$ cat config.mk
export PLATFORM = sky130hd
export DESIGN_NAME = psum_deskew_fifo
export DESIGN_NICKNAME = d
export VERILOG_FILES = /design/src/rtl/psum_deskew_fifo.sv
export SDC_FILE = /design/constraint.sdc
export NUM_CORES = 1
export LEC_CHECK = 0
export BUFFER_PORTS_ARGS = -buffer_cell sky130_fd_sc_hd__buf_2
export CELL_PAD_IN_SITES_DETAIL_PLACEMENT = 0
export CELL_PAD_IN_SITES_GLOBAL_PLACEMENT = 1
export CORE_ASPECT_RATIO = 0.6
export CORE_MARGIN = 5
export CORE_UTILIZATION = 49
export CTS_CLUSTER_SIZE = 25
export DETAILED_ROUTE_END_ITERATION = 8
export PLACE_DENSITY = 0.82
export SLEW_MARGIN = 10
export SYNTH_ARGS = -nofsm -noshare
export SYNTH_HDL_FRONTEND = slang
export SYNTH_SLANG_ARGS = --single-unit
$ cat constraint.sdc
create_clock -name clk -period 14.35 [get_ports clk]
set_input_delay 4.305 -clock clk [delete_from_list [all_inputs] [get_ports clk]]
set_output_delay 4.305 -clock clk [all_outputs]
set_load 0.1 [all_outputs]
$ cat src/rtl/psum_deskew_fifo.sv
// Partial-sum deskew and output FIFO for the bottom row of a systolic array.
// Column j arrives j cycles after column 0, so it is delayed by N-j stages to
// line all columns up. Fully valid rows are queued in a show-ahead FIFO.
// Partially valid rows are discarded and flagged.
module psum_deskew_fifo #(
  parameter int N     = 4,
  parameter int DEPTH = 8
) (
  input  logic                   clk,
  input  logic                   rst,
  input  logic                   clear,
  input  logic [N*32-1:0]        col_psum_in,
  input  logic [N-1:0]           col_valid_in,
  output logic [N*32-1:0]        out_data,
  output logic                   out_valid,
  input  logic                   out_ready,
  output logic [$clog2(DEPTH):0] fifo_count,
  output logic                   skew_err,
  output logic                   overflow
);

  localparam int AW = $clog2(DEPTH);

  // Aligned row at the deskew output.
  logic [N*32-1:0] desk_data;
  logic [N-1:0]    desk_valid;

  genvar gi;
  generate
    for (gi = 0; gi < N; gi++) begin : g_col
      localparam int STAGES = N - gi;
      logic [31:0]       data_pipe [STAGES];
      logic [STAGES-1:0] valid_pipe;

      // Delay line for this column. Data is captured every cycle.
      // Valid bits are flushed by clear.
      always_ff @(posedge clk or posedge rst) begin
        if (rst) begin
          for (int s = 0; s < STAGES; s++) data_pipe[s] <= '0;
          valid_pipe <= '0;
        end else begin
          data_pipe[0]  <= col_psum_in[32*gi +: 32];
          valid_pipe[0] <= clear ? 1'b0 : col_valid_in[gi];
          for (int s = 1; s < STAGES; s++) begin
            data_pipe[s]  <= data_pipe[s-1];
            valid_pipe[s] <= clear ? 1'b0 : valid_pipe[s-1];
          end
        end
      end

      assign desk_data[32*gi +: 32] = data_pipe[STAGES-1];
      assign desk_valid[gi]         = valid_pipe[STAGES-1];
    end
  endgenerate

  logic [N*32-1:0] mem [DEPTH];
  logic [AW-1:0]   wr_ptr_reg;
  logic [AW-1:0]   rd_ptr_reg;
  logic [AW:0]     count_reg;
  logic [AW:0]     count_next;
  logic            skew_reg;
  logic            ovf_reg;

  logic row_complete;
  logic row_partial;
  logic fifo_full;
  logic push;
  logic pop;

  assign row_complete = &desk_valid;
  assign row_partial  = (|desk_valid) && !row_complete;
  assign fifo_full    = (count_reg == (AW+1)'(DEPTH));
  assign pop          = out_valid && out_ready;
  // A full FIFO still accepts a row when the head leaves in the same cycle.
  assign push         = row_complete && (!fifo_full || pop);

  assign out_valid  = (count_reg != '0);
  assign out_data   = mem[rd_ptr_reg];
  assign fifo_count = count_reg;
  assign skew_err   = skew_reg;
  assign overflow   = ovf_reg;

  // Compute the next occupancy from push and pop.
  always_comb begin
    count_next = count_reg;
    case ({push, pop})
      2'b10:   count_next = count_reg + 1'b1;
      2'b01:   count_next = count_reg - 1'b1;
      default: count_next = count_reg;
    endcase
  end

  // FIFO storage. It has no reset because its contents are masked by out_valid.
  always_ff @(posedge clk) begin
    if (push && !clear) mem[wr_ptr_reg] <= desk_data;
  end

  // Pointers, count and sticky flags. Clear wins over push and pop.
  always_ff @(posedge clk or posedge rst) begin
    if (rst) begin
      wr_ptr_reg <= '0;
      rd_ptr_reg <= '0;
      count_reg  <= '0;
      skew_reg   <= 1'b0;
      ovf_reg    <= 1'b0;
    end else if (clear) begin
      wr_ptr_reg <= '0;
      rd_ptr_reg <= '0;
      count_reg  <= '0;
      skew_reg   <= 1'b0;
      ovf_reg    <= 1'b0;
    end else begin
      if (push) wr_ptr_reg <= wr_ptr_reg + 1'b1;
      if (pop)  rd_ptr_reg <= rd_ptr_reg + 1'b1;
      count_reg <= count_next;
      if (row_partial) skew_reg <= 1'b1;
      if (row_complete && fifo_full && !pop) ovf_reg <= 1'b1;
    end
  end

endmodule

==> metrics.yaml <==
status:
  status: "completed"
cells_and_area:
  fin_cells: 3656
  finalNetCount: 2393
  top_register: "mem"
  largest_register_ffs: 1024
  area_growth_pct: 14.0
  layout-drive-gt1-share_pct: 37.7
  diodes: 0
  fillers: 6941
sta:
  max_slew_margin_pct: 29.2
  min_period_ps: 8670
  grt_setup_unrepaired: "false"
  worst_slack_ps: 5680
  tightest_slew_ps: 1060
  clock_skew_ps: 22.7
  setup_violations: 0
  clock.fmax_mhz: 115
  final_hold_viol_count: 0
  drv_slew: 0
  tns_ps: 0
  min_period_over_period_pct: 60.4
logic_synthesis:
  synthTopCellsByCount: "edfxtp_1, dfrtp_1, mux4_2"
  synthAdderAreaFrac_pct: 0.105
  synth-compound-area-share_pct: 0.297
  synthArstFlopShare_pct: 25.0
  synth_edf_count: 1024
  yosys-top-cells-area: "edfxtp_1, dfrtp_1, mux4_2"
  synthXorXnorAreaFrac_pct: 0.0921
  ys_seq_elements: 1366
  syn_area_mm2: 0.0476
  synth-simple-area-share_pct: 0.545
  synthFlopType: "edfxtp_1"
  synthMuxAreaShare_pct: 15.2
  synth_top_area_share_pct: 64.7
  yosysWarnings: 0
  yosys.area.top_type: "edfxtp_1"
  post-synth-top-count-cell: "edfxtp_1"
  syn_inst: 1904
  syn-num-nets: 2044
  synthDistinctLibCells: 40
  syn_avg_cell_area_um2: 25.0
  synth_top_family_by_area: "multiplexers"
  ys_seq_area_share_pct: 82.7
global_route:
  grt.busiest_layer: "met2"
  track_usage_pct: 18.6
  grt_pass1_vias: 21600
  use_met1_pct: 26.4
  grt_pass1_wl_mm: 143
  met3_usage_pct: 3.88
  use_met2_pct: 30.2
  grt_overflow: 0
  antenna_found_initial: 4
  grt_max_degree: 70
routing:
  first_iter_violations: 1753
  totalWireLength_mm: 93.6
  ant_nets: 0
  drcViolationCount: 0
  wl_per_cell_um: 25.6
  vias: 20200
  dr.pass1.iters: 5
  viasPerCell: 5.53
cts:
  cts-htree-levels: 3
  cts-hold-fix-buffers: 0
  cts_buffers: 113
  ctsResizeCount: 0
  root_buffer: "clkbuf_16"
  cts_setup_buffers: 0
  clkTransAtPathRegs_ps: 70
  cts_tree: "yes"
  worst_skew_pair.late_latency_ps: 700
  clockBufferDepth: 3
  clock-sinks: 1366
setup_path:
  cp-end-kind: "output pin"
  required_ps: 10050
  crit_arrival_ps: 4360
  crit_path_max_fanout: 38
  critical_path_class: "reg -> out"
  critical_path.startpoint_type: "flip-flop"
job:
  drv_cap: 0
min_path:
  hp-class: "reg -> reg"
power_and_ir_drop:
  power_mw: 8.43
  vdd_drop_max_v: 0.000118
  leakage_nw: 18.3
  powerDensity_mw_per_mm2: 155
place:
  portBuffers: 270
  gp_congestion: 0.737
  hpwlAfterDp_mm: 52.0
  dpl_worst_slack_ps: 6260
  placed_cells: 3443
die:
  io_pins: 271
  die_h_um: 251
  rows: 88
  start_util_pct: 49.4
  die_x_um: 412
  dieArea_mm2: 0.104
  coreArea_mm2: 0.0962
worst max-delay path, cell delays in order (launching register included):
cell and delay, ps:
dfrtp_4 870, buf_4 700, buf_4 760, mux4_2 600
mux2_2 320, buf_2 300
cell families (layout without fill, tap and decap cells):
| kind of cell | after synthesis | after routing |
|---|---|---|
| muxes | 388 | 388 |
| AOI/OAI and AO/OA | 15 | 15 |
| DFF | 1366 | 1366 |
| adders and majority gates | 4 | 4 |
| and+or+nand+nor | 47 | 47 |
| buffers and inverters | 79 | 526 |
| xor gates and xnor gates | 5 | 5 |
power breakdown:
group / total [mW] / internal, mW / switching (mW)
Sequential: 4.37 / 4.30 / 0.0664
Combinational: 0.973 / 0.314 / 0.659
Clock: 3.09 / 1.73 / 1.36
Total: 8.43 / 6.34 / 2.08
per-stage QoR:
stage                     cell area, um2  hold WS (ps)  util (%)
after floorplan                    47600           331         -
after global placement             50400           331      52.4
after detailed placement           50400           335      52.4
after CTS                          54200           343      56.3
after global routing               54200           346      56.3
final                              54200           341      56.3
final timing paths:
kind,to,cells after the start,slack (ps),from
worst max-delay path,out_data[40],5,5680,rd_ptr_reg[0]$_DFFE_PP0P_
worst min-delay path,desk_data[7]$_DFF_PP0_,0,340,g_col[0].data_pipe[39]$_DFF_PP0_
worst max register to register,mem[0][33]$_DFFE_PP_,6,10780,fifo_count[1]$_DFFE_PP0P_
worst min register to register,desk_data[7]$_DFF_PP0_,0,340,g_col[0].data_pipe[39]$_DFF_PP0_
max in group asynchronous,rd_ptr_reg[0]$_DFFE_PP0P_,4,8640,rst
min in group asynchronous,g_col[0].data_pipe[91]$_DFF_PP0_,2,3610,rst
final cells by class:
| cell class | count | area (um2) | area share [%] |
|---|---|---|---|
| Sequential cell | 1366 | 39300 | 72.5 |
| Clock buffer | 161 | 3250 | 5.99 |
| Tap cell | 1305 | 1630 | 3.01 |
| Clock inverter | 52 | 534 | 0.986 |
| Timing Repair Buffer | 310 | 1650 | 3.05 |
| Multi-Input combinational cell | 459 | 7800 | 14.4 |
| Inverter | 3 | 18.8 | 0.0346 |
layer usage:
layer / vias to the layer above / wire length (um)
li1: 8482 / -
met1: 10900 / 38700
met2: 642 / 47000
met3: 142 / 6040
met4: 0 / 1820
met5: - / 0
cells in the final DEF, fill, tap and decap left out, types with 3 or more instances in the layout:
cell type,instances
edfxtp_1,1024
dfrtp_1,339
buf_2,270
mux4_2,256
mux2_2,129
clkbuf_16,120
buf_4,40
clkbuf_1,32
clkinv_2,22
nor2b_1,13
clkbuf_8,9
nor2_1,8
bufinv_16,8
clkinv_1,7
nor2_4,6
clkinvlp_4,6
nand2b_1,5
nand2_1,4
ha_1,4
xor2_1,3
a21oi_1,3
clkinv_4,3
dfrtp_4,3
Note: power is estimated with default switching activity, not from simulation.
